$ cat src/rtl/gpt_pkg.sv
// ============================================================================
//  Module      : gpt_pkg
//  Description : Shared types and constants for the general-purpose timer
//                external-trigger path (prescaler select encodings, sync depth).
//  Revision    : 1.0 - initial release
// ============================================================================
`default_nettype none

package gpt_pkg;

    // Prescaler-select width at the default configuration.
    localparam int GPT_PSC_W = 2;

    typedef logic [GPT_PSC_W-1:0] etps_t;

    // Prescaler-select encodings: ratio = 2^etps.
    localparam etps_t ETPS_DIV1 = etps_t'(0);
    localparam etps_t ETPS_DIV2 = etps_t'(1);
    localparam etps_t ETPS_DIV4 = etps_t'(2);
    localparam etps_t ETPS_DIV8 = etps_t'(3);

    // Depth of the metastability synchroniser on the ETR pin.
    localparam int ETR_SYNC_STAGES = 2;

endpackage : gpt_pkg

`default_nettype wire

$ cat src/rtl/etr_filter.sv
// ============================================================================
//  Module      : etr_filter
//  Description : Digital glitch filter for the conditioned ETR level. A new
//                level is accepted only after FILT_LEN consecutive samples
//                that differ from the currently accepted level.
//  Ports       : clk_i     - kernel clock
//                aresetn_i - synchronous active-low reset
//                d_i       - sampled level (already synchronised)
//                q_o       - accepted (filtered) level
//  Revision    : 1.0 - initial release
// ============================================================================
`default_nettype none

module etr_filter #(
    parameter int FILT_LEN = 4
) (
    input  logic clk_i,
    input  logic aresetn_i,
    input  logic d_i,
    output logic q_o
);

    localparam int            c_cnt_w = $clog2(FILT_LEN + 1);
    localparam logic [c_cnt_w-1:0] c_last = c_cnt_w'(FILT_LEN - 1);

    logic [c_cnt_w-1:0] cnt_q, cnt_d;
    logic               lvl_q, lvl_d;

    // The counter tracks how many samples in a row have disagreed with the
    // accepted level; a sample that agrees again is the "mismatch" that
    // restarts qualification.
    always_comb begin
        cnt_d = '0;
        lvl_d = lvl_q;
        if (d_i != lvl_q) begin
            if (cnt_q == c_last) begin
                lvl_d = d_i;
            end else begin
                cnt_d = cnt_q + c_cnt_w'(1);
            end
        end
    end

    always_ff @(posedge clk_i) begin
        if (!aresetn_i) begin
            cnt_q <= '0;
            lvl_q <= 1'b0;
        end else begin
            cnt_q <= cnt_d;
            lvl_q <= lvl_d;
        end
    end

    assign q_o = lvl_q;

endmodule : etr_filter

`default_nettype wire

$ cat src/rtl/etr_prescaler.sv
// ============================================================================
//  Module      : etr_prescaler
//  Description : External-trigger conditioner for the general-purpose timer.
//                Synchronises ETR, applies polarity, optionally filters it,
//                detects active edges and divides the edge rate by 2^etps_i.
//  Build option: ETR_FILTER_EN - inserts etr_filter after the polarity XOR.
//  Ports       : clk_i     - kernel clock
//                aresetn_i - synchronous active-low reset
//                en_i      - prescaler enable (counter advances only when 1)
//                etr_i     - raw asynchronous trigger pin
//                etp_i     - polarity (0 rising active, 1 falling active)
//                etps_i    - prescaler select, ratio 2^etps_i
//                etrf_o    - conditioned ETR level
//                edge_o    - one-cycle pulse per active edge
//                etrp_o    - one-cycle pulse per 2^etps_i active edges
//                cnt_o     - current edge count
//  Revision    : 1.0 - initial release
// ============================================================================
`default_nettype none

module etr_prescaler
    import gpt_pkg::*;
#(
    parameter int PSC_W    = 2,
    parameter int CNT_W    = 2**PSC_W - 1,
    parameter int FILT_LEN = 4
) (
    input  logic             clk_i,
    input  logic             aresetn_i,
    input  logic             en_i,
    input  logic             etr_i,
    input  logic             etp_i,
    input  logic [PSC_W-1:0] etps_i,
    output logic             etrf_o,
    output logic             edge_o,
    output logic             etrp_o,
    output logic [CNT_W-1:0] cnt_o
);

    localparam int c_top = ETR_SYNC_STAGES - 1;

    logic [ETR_SYNC_STAGES-1:0] sync_q, sync_d;
    // Tracks which sync stages hold pin-derived data rather than reset zeros.
    logic [ETR_SYNC_STAGES-1:0] vld_q, vld_d;
    logic                       etrf_q, etrf_d;
    logic                       prev_q, prev_d;
    logic                       armed_q, armed_d;
    logic                       edge_q, edge_d;
    logic                       etrp_q, etrp_d;
    logic [CNT_W-1:0]           cnt_q, cnt_d;
    logic [PSC_W-1:0]           etps_q, etps_d;

    logic                       w_pol_lvl;
    logic                       w_etrf_src;
    logic                       w_edge;
    logic                       w_etps_chg;
    logic [CNT_W-1:0]           w_mask;

    assign w_pol_lvl = sync_q[c_top] ^ etp_i;

`ifdef ETR_FILTER_EN
    etr_filter #(
        .FILT_LEN (FILT_LEN)
    ) u_filt (
        .clk_i     (clk_i),
        .aresetn_i (aresetn_i),
        .d_i       (w_pol_lvl),
        .q_o       (w_etrf_src)
    );
`else
    assign w_etrf_src = w_pol_lvl;
`endif

    // Terminal count for the active ratio: a zero-extended run of etps_q ones.
    always_comb begin
        w_mask = '0;
        for (int b = 0; b < CNT_W; b++) begin
            w_mask[b] = (b < int'(etps_q));
        end
    end

    assign w_etps_chg = (etps_i != etps_q);

    // Edges are gated until the pin has genuinely been seen inactive, so a
    // pin already active at reset release does not look like an edge against
    // the zeroed previous-level flop.
    assign w_edge = armed_q & etrf_q & ~prev_q;

    always_comb begin
        sync_d  = {sync_q[ETR_SYNC_STAGES-2:0], etr_i};
        vld_d   = {vld_q[ETR_SYNC_STAGES-2:0], 1'b1};
        etrf_d  = w_etrf_src;
        prev_d  = etrf_q;
        armed_d = armed_q | (vld_q[c_top] & ~w_pol_lvl);
        edge_d  = w_edge;
        etps_d  = etps_i;
        etrp_d  = 1'b0;
        cnt_d   = cnt_q;
        if (w_etps_chg) begin
            // Ratio change: drop the partial count, ignore a coincident edge.
            cnt_d = '0;
        end else if (w_edge && en_i) begin
            if (cnt_q == w_mask) begin
                cnt_d  = '0;
                etrp_d = 1'b1;
            end else begin
                cnt_d = cnt_q + CNT_W'(1);
            end
        end
    end

    always_ff @(posedge clk_i) begin
        if (!aresetn_i) begin
            sync_q  <= '0;
            vld_q   <= '0;
            etrf_q  <= 1'b0;
            prev_q  <= 1'b0;
            armed_q <= 1'b0;
            edge_q  <= 1'b0;
            etrp_q  <= 1'b0;
            cnt_q   <= '0;
            etps_q  <= '0;
        end else begin
            sync_q  <= sync_d;
            vld_q   <= vld_d;
            etrf_q  <= etrf_d;
            prev_q  <= prev_d;
            armed_q <= armed_d;
            edge_q  <= edge_d;
            etrp_q  <= etrp_d;
            cnt_q   <= cnt_d;
            etps_q  <= etps_d;
        end
    end

    assign etrf_o = etrf_q;
    assign edge_o = edge_q;
    assign etrp_o = etrp_q;
    assign cnt_o  = cnt_q;

endmodule : etr_prescaler

`default_nettype wire

$ cat config.mk
export PLATFORM = sky130hd
export DESIGN_NAME = etr_prescaler
export DESIGN_NICKNAME = d
export VERILOG_FILES = /design/src/rtl/gpt_pkg.sv /design/src/rtl/etr_filter.sv /design/src/rtl/etr_prescaler.sv
export SDC_FILE = /design/constraint.sdc
export NUM_CORES = 1
export LEC_CHECK = 0
export CAP_MARGIN = 30
export CORE_AREA = 2 2 39 41
export DETAILED_ROUTE_END_ITERATION = 12
export DIE_AREA = 0 0 41 43
export GPL_TIMING_DRIVEN = 1
export PLACE_DENSITY = 0.64
export REMOVE_ABC_BUFFERS = 1
export SYNTH_ARGS = -nofsm -noshare
export SYNTH_HDL_FRONTEND = slang
export SYNTH_SLANG_ARGS = --single-unit
export TNS_END_PERCENT = 50
$ cat constraint.sdc
create_clock -name clk_i -period 2.8 [get_ports clk_i]
set_input_delay 0.7 -clock clk_i [delete_from_list [all_inputs] [get_ports clk_i]]
set_output_delay 0.7 -clock clk_i [all_outputs]
set_load 0.02 [all_outputs]
After elaboration in Yosys (flattened, before gate mapping). Index checks and enable logic that the tools add are counted.

Register bits after elaboration: 14. Bits in latches: 0. Memory bits (writable): 0. Bits in read-only memories: 0. Input port bits: 7. Output and inout port bits: 6. Word-level logic and storage cells: 31. Memories: 0.

$add $sub $neg: 1. Multipliers: 0. Div/mod/pow operators: 0. Order comparisons: 3. Eq/ne operators: 2. Shift-type cells: 0. Multiplexer cells: 3. Bitwise gates (word level): 9. Reduce and logical (&&, ||, !) cells: 3.

Operators by type and width (count): 1-bit by 2-bit < comparator with 1-bit output, first input constant (2); 1-bit NOT (4); 3-bit by 1-bit adder with 3-bit output, second input constant (1); 1-bit bitwise AND (3); 3-bit equality test (1); 3-bit two-way mux (1); 3-bit OR reduction (1); 2-bit < comparator, first input constant (1); 1-bit two-way mux (2); 2-bit inequality test (1); 2-bit OR reduction (1); 1-bit logical AND (1); 1-bit OR (1); 1-bit XOR (1).

Depth between registers and ports, before layout. Gate-level depths: netlist of the first run.

Word-level depth: 5. Depth in mapped cells: 5. Mapped depth without buffers: 5.

Worst setup path after synthesis of the first run. No wires, ideal clock.

Path type: in2reg. Start: input en_i. End: register cnt_q[0] (netlist: cnt_o[0]). Setup time: 0.067 ns. Data arrival time: 1.286 ns. Data required time: 2.733 ns. Setup slack: 1.447 ns. Cell stages on the path: 3. Buffers on the path: 0. Cell sequence: nand4b_4 -> or3b_1 -> a21oi_2.

Cells in the longest elaborated chain, start to end: 1.

RTL lines: start, declared (RTL line etr_prescaler.sv:30) `input logic en_i,`; 1-bit logical AND (RTL line etr_prescaler.sv:102) `end else if (w_edge && en_i) begin`; end signal, assigned (RTL line etr_prescaler.sv:131) `cnt_q <= cnt_d;`; end, declared (RTL line etr_prescaler.sv:50) `logic [CNT_W-1:0] cnt_q, cnt_d;`.

Every way passes these cells. A chain may end at the register's enable or synchronous reset.

Worst setup path in the final report of the first run.
Start: register cnt_q[2] (netlist: cnt_o[2]). End: output cnt_o[2].

RTL lines: end, declared (RTL line etr_prescaler.sv:37) `output logic [CNT_W-1:0] cnt_o`.

No word-level cell between the ends.

==> flow_metrics.env, run 1 <==
export IMPL_status="completed"
export IMPL_vias=396
export IMPL_fin_crit_ns=2.09
export IMPL_drive_gt1_share_pct=10.6
export IMPL_path_clk_slew_ns=0.08
export IMPL_start_util_pct=39.1
export IMPL_slowest_delay_ns=0.65
export IMPL_ant_nets=0
export IMPL_cp_end_kind="primary output"
export IMPL_cap_viol_max_count=0
export IMPL_postSynthCellCount=51
export IMPL_ys_warn_count=0
export IMPL_syn_area_um2=541
export IMPL_synth_top_area_share_pct=51.9
export IMPL_required_ns=2.10
export IMPL_cpMaxStageDelayCell="clkdlybuf4s50_1"
export IMPL_yosys_top_cells_area="dfxtp_1, and2_1, xnor2_1"
export IMPL_antenna_found_initial=0
export IMPL_die_area_um2=1760
export IMPL_cts_hold_buffers=0
export IMPL_routedWlPerCell_um=10.0
export IMPL_worst_pin_slew_ns=0.265
export IMPL_synth_edf_count=0
export IMPL_final_setup_viol_count=0
export IMPL_syn_to_final_growth_pct=30.1
export IMPL_intPower_mw=0.274
export IMPL_grtUsageTotal_pct=12.7
export IMPL_cts_setup_buffers=0
export IMPL_cellLeakagePower_nw=0.277
export IMPL_cts_max_path_buffers=2
export IMPL_power_switching_mw=0.0741
export IMPL_seq_area_um2=280
export IMPL_fin_crit_sh_pct=74.7
export IMPL_die_h_um=43
export IMPL_multi_input_area_um2=253
export IMPL_grt_start_max_net_pins=11
export IMPL_htree_num_levels=1
export IMPL_drv_slew=0
export IMPL_clock_sinks=14
export IMPL_synth_cell_type_count=22
export IMPL_clock_skew_ns=0.00872
export IMPL_crit_buf_inv=1
export IMPL_cts_root_buf="clkbuf_4"
export IMPL_pin_count=13
export IMPL_ys_ff_latch=14
export IMPL_synth_most_common_cell="dfxtp_1"
export IMPL_post_dp_hpwl_um=616
export IMPL_grt_pass1_wl_um=1460
export IMPL_r2r_cells=4
export IMPL_rsz0062_at_grt="no"
export IMPL_max_freq_mhz=478
export IMPL_max_slew_margin_rel_pct=82.3
export IMPL_drt_vias_per_instance=4.83
export IMPL_postCtsResizedCells=0
export IMPL_combPwrFrac_pct=8.5
export IMPL_setup_ws_ns=0.708
export IMPL_worstPathArrival_ns=1.39
export IMPL_rrSetupSlack_ns=1.62
export IMPL_synth_top_cells_by_count="dfxtp_1, and2_1"
export IMPL_pwr_density_cell_nw_per_um2=495
export IMPL_async_flop_share_pct=0
export IMPL_critPathMaxFanout=6
export IMPL_fin_nets=76
export IMPL_gr_total_overflow=0
export IMPL_critical_path_depth=1
export IMPL_gp_congestion=0.724
export IMPL_yosysSeqAreaShare_pct=51.9
export IMPL_pwr_share_clk_pct=30.8
export IMPL_synth_top_area_cell="dfxtp_1"
export IMPL_rows=14
export IMPL_setup_worst_path_start="cnt_o[2]$_SDFFE_PP0P_"
export IMPL_drc=0
export IMPL_die_x_um=41
export IMPL_cp_top_family="buffers and inverters"
export IMPL_fillerInstances=142
export IMPL_syn_avg_cell_area_um2=10.6
export IMPL_hp_class="reg -> reg"
export IMPL_drt_iter0_markers=0
export IMPL_startpoint_type="register"
export IMPL_crit_chain="clkdlybuf4s50_1"
export IMPL_pwr_share_seq_pct=60.7
export IMPL_crit_type="reg -> out"
export IMPL_coreArea_um2=1380
export IMPL_tritoncts="done"
export IMPL_timing_critical_path_to="cnt_o[2]"
export IMPL_finalPower_mw=0.348
export IMPL_setup_tns_ns=0
export IMPL_ir_drop_v=0.000342
export IMPL_clk_insertion_delay_late_ns=0.27
export IMPL_hold_viol_final=0
export IMPL_grt_pass1_vias=342
export IMPL_r2r_start="cnt_o[2]$_SDFFE_PP0P_"
export IMPL_cts_made_buffers=3
export IMPL_port_buffers=12
export IMPL_switching_share_pct=21.3
export IMPL_diodes=0
export IMPL_first_pass_iters=1
export IMPL_pre_cts_ws_ns=0.877
export IMPL_worstReg2RegEnd="cnt_o[0]$_SDFFE_PP0P_"
export IMPL_wl_um=822
export IMPL_synthFlopType="dfxtp_1"
metal layers:
| layer | GRT usage, % | part of all wire (%) | vias up |
|---|---|---|---|
| li1 | - | - | 206 |
| met1 | 16.0 | 46 | 175 |
| met2 | 16.6 | 45 | 13 |
| met3 | 6.28 | 6.4 | 2 |
| met4 | 8.00 | 2.3 | 0 |
| met5 | 0 | 0 | - |
area by class of cell:
type | count | share of cell area (%)
flip-flops and latches | 14 | 39.9
multi-input cells | 35 | 35.9
well taps | 16 | 2.85
repair buffers | 12 | 17.1
clock buffers | 3 | 3.20
inverters | 2 | 1.07
flip-flops by register name, summed over array words and instances, names as in the netlist:
name / count
armed_q: 1
etrf_o: 1
etrp_o: 1
prev_q: 1
edge_o: 1
etps_q: 2
vld_q: 2
cnt_o: 3
sync_q: 2
worst min path at each step:
stage,to,depth (start not counted),slack [ns],startpoint
final,sync_q[1]$_SDFF_PN0_,1,0.43,sync_q[0]$_SDFF_PN0_
after global routing,vld_q[1]$_SDFF_PN0_,1,0.48,vld_q[0]$_DFF_P_
after CTS,vld_q[1]$_SDFF_PN0_,1,0.44,vld_q[0]$_DFF_P_
after detailed placement,vld_q[1]$_SDFF_PN0_,1,0.42,vld_q[0]$_DFF_P_
after global placement,sync_q[1]$_SDFF_PN0_,1,0.41,sync_q[0]$_SDFF_PN0_
after floorplan,sync_q[1]$_SDFF_PN0_,1,0.41,sync_q[0]$_SDFF_PN0_
through the flow:
step	std cells	util, %	hold slack (ns)	instance area [um2]
6_report	82	50.8	0.435	703
5_1_grt	82	50.8	0.483	703
4_1_cts	82	50.8	0.436	703
3_5_place_dp	79	49.2	0.419	681
3_3_place_gp	79	49.2	0.415	681
2_1_floorplan	51	-	0.412	541
cell usage in the layout (no fill, tap or decap):
| master | n |
|---|---|
| a311oi_1 | 1 |
| nor3_2 | 1 |
| and2_1 | 7 |
| xnor2_1 | 3 |
| nor3b_1 | 1 |
| nand3_1 | 2 |
| and3b_1 | 1 |
| nand4_1 | 3 |
| nand2_2 | 1 |
| clkdlybuf4s50_1 | 12 |
| xor2_1 | 1 |
| inv_1 | 2 |
| a21oi_1 | 1 |
| nand2_1 | 3 |
| nor2_1 | 3 |
| dfxtp_1 | 14 |
| or3b_1 | 1 |
| nand4b_1 | 1 |
| nand4b_4 | 1 |
| a31oi_1 | 1 |
| a21oi_2 | 1 |
| o21a_1 | 1 |
| ha_1 | 1 |
| clkbuf_4 | 3 |
power groups by stage:
stage	Combinational (mW)	Sequential, mW	Clock [mW]
after floorplan	0.0137	0.217	0
after global placement	0.0295	0.216	0
after detailed placement	0.0298	0.216	0
after CTS	0.0300	0.211	0.112
after global routing	0.0328	0.213	0.124
final	0.0295	0.211	0.107
cell families after synthesis:
family	synth area share [%]
XOR/XNOR	6.48
buffers and inverters	1.39
AND/OR/NAND/NOR	31.3
AO/OA/AOI/OAI	6.71
flip-flops	51.9
adder cells (fa/ha/maj)	2.31
No activity file was read; power rests on OpenSTA's default activity.
==> run 2, diff against run 1 <==
- clock period: 2.8 -> 2 ns (I/O delays scaled with it)
==> run 2 against run 1 <==
  * Sequential power increased by 40%
  * Sequential share of layout area decreased by 1.2 points
  * Critical path depth unchanged
  * Count of clock-buffer cells in the layout increased by 1
  * Wire length decreased by 3.3%
  * Utilization increased by 1.5 points
  * Setup slack got worse by 0.62 ns
  * Design area increased by 3.0%
  * Non-clock buffer count increased by 1
  * Via count increased by 4.5%
  * Clock skew decreased by 0.0070 ns
  * Power increased by 55%
  * Critical path type unchanged
==> flow_metrics.env, run 2 (synthesis gave the netlist of run 1 again) <==
export IMPL_coreArea_um2=1380
export IMPL_tritoncts="done"
export IMPL_cellLeakagePower_nw=0.289
export IMPL_worst_pin_slew_ns=0.262
export IMPL_start_util_pct=39.1
export IMPL_antenna_found_initial=0
export IMPL_crit_chain="clkdlybuf4s50_1"
export IMPL_wl_met2_um=328
export IMPL_rrSetupSlack_ns=0.81
export IMPL_highest_layer="met4"
export IMPL_fin_crit_sh_pct=95.4
export IMPL_worstReg2RegEnd="cnt_o[0]$_SDFFE_PP0P_"
export IMPL_min_delay_start="vld_q[0]$_DFF_P_"
export IMPL_seq_area_um2=280
export IMPL_grt_pass1_wl_um=1280
export IMPL_fin_crit_ns=1.91
export IMPL_ir_drop_v=0.000429
export IMPL_hp_class="reg -> reg"
export IMPL_critPathMaxFanout=6
export IMPL_hold_depth=1
export IMPL_clock_skew_ns=0.00173
export IMPL_routedWlPerCell_um=9.46
export IMPL_gr_total_overflow=0
export IMPL_ant_nets=0
export IMPL_die_h_um=43
export IMPL_setup_tns_ns=0
export IMPL_syn_to_final_growth_pct=34.0
export IMPL_drt_iter0_markers=10
export IMPL_rows=14
export IMPL_cts_setup_buffers=0
export IMPL_port_buffers=12
export IMPL_startpoint_type="register"
export IMPL_final_setup_viol_count=0
export IMPL_fin_nets=77
export IMPL_crit_type="reg -> out"
export IMPL_holdPathEnd="vld_q[1]$_SDFF_PN0_"
export IMPL_postCtsResizedCells=0
export IMPL_die_area_um2=1760
export IMPL_largest_reg_flops=3
export IMPL_die_x_um=41
export IMPL_multi_input_area_um2=253
export IMPL_cp_end_kind="primary output"
export IMPL_first_pass_iters=2
export IMPL_cap_viol_max_count=0
export IMPL_post_dp_hpwl_um=604
export IMPL_clk_insertion_delay_late_ns=0.28
export IMPL_fin_util_pct=52.4
export IMPL_final_cell_mix="dfxtp_1, clkdlybuf4s50_1, and2_1"
export IMPL_diodes=0
export IMPL_grt_start_max_net_pins=9
export IMPL_drt_vias_per_instance=4.93
export IMPL_required_ns=1.50
export IMPL_pwr_density_cell_nw_per_um2=746
export IMPL_worstPathArrival_ns=1.41
export IMPL_routed_wl_met3_um=40
export IMPL_cts_made_buffers=3
export IMPL_vias=414
export IMPL_pin_count=13
export IMPL_drv_slew=0
export IMPL_grtUsageTotal_pct=11.3
export IMPL_cts_max_path_buffers=2
export IMPL_cts_root_buf="clkbuf_4"
export IMPL_status="completed"
export IMPL_drc=0
export IMPL_r2r_start="cnt_o[2]$_SDFFE_PP0P_"
export IMPL_max_freq_mhz=524
export IMPL_hold_viol_final=0
export IMPL_cpMaxStageDelayCell="clkdlybuf4s50_1"
export IMPL_drive_gt1_share_pct=13.2
export IMPL_r2r_cells=4
export IMPL_max_slew_margin_rel_pct=82.5
export IMPL_wl_um=795
export IMPL_crit_buf_inv=1
export IMPL_clock_sinks=14
export IMPL_path_clk_slew_ns=0.08
export IMPL_htree_num_levels=1
export IMPL_rsz0062_at_grt="no"
export IMPL_cts_hold_buffers=0
export IMPL_routedLengthMet1_um=394
export IMPL_grt_pass1_vias=320
export IMPL_gp_congestion=0.734
export IMPL_fillerInstances=121
export IMPL_slowest_delay_ns=0.66
export IMPL_cp_top_family="buffers and inverters"
export IMPL_final_common_cell="dfxtp_1"
## run 2: changes by cell type in the layout (fill, tap and decap cells not counted), sizes merged
cell	delta
clkbuf	+1
buf	+1
## run 2: routing by layer
layer | GRT usage, % | vias up
li1 | - | 213
met1 | 14.3 | 186
met2 | 13.8 | 11
met3 | 3.14 | 4
met4 | 12.0 | 0
met5 | 0 | -
## run 2: where the power goes
part	switching (mW)	internal, mW	total [mW]
combinational	0.0163	0.0264	0.0427
clock	0.0913	0.111	0.202
sequential	0.00731	0.289	0.296
total	0.115	0.426	0.541
## run 2: worst max path at each step
stage	startpoint	end	slack, ns	cells past startpoint
final	cnt_o[2]$_SDFFE_PP0P_	cnt_o[2]	0.09	1
after global routing	cnt_o[2]$_SDFFE_PP0P_	cnt_o[2]	0.06	1
after CTS	cnt_o[2]$_SDFFE_PP0P_	cnt_o[2]	0.1	1
after detailed placement	en_i	cnt_o[2]$_SDFFE_PP0P_	0.29	5
after global placement	en_i	cnt_o[0]$_SDFFE_PP0P_	0.29	4
after floorplan	cnt_o[2]$_SDFFE_PP0P_	cnt_o[0]$_SDFFE_PP0P_	0.79	4
## run 2: cell type report
cell class | instances | area share, %
Tap cell | 16 | 2.76
Timing Repair Buffer | 13 | 17.6
Clock buffer | 4 | 5.01
Sequential cell | 14 | 38.7
Inverter | 2 | 1.04
Multi-Input combinational cell | 35 | 34.9
## run 2: through the flow
step	worst slack, ns	area [um2]	std cells	hold WS, ns	total power, mW
after floorplan	0.788	541	51	0.412	0.323
after global placement	0.292	688	80	0.413	0.346
after detailed placement	0.294	688	80	0.422	0.346
after CTS	0.0975	724	84	0.441	0.546
after global routing	0.0634	724	84	0.455	0.562
final	0.0915	724	84	0.439	0.541
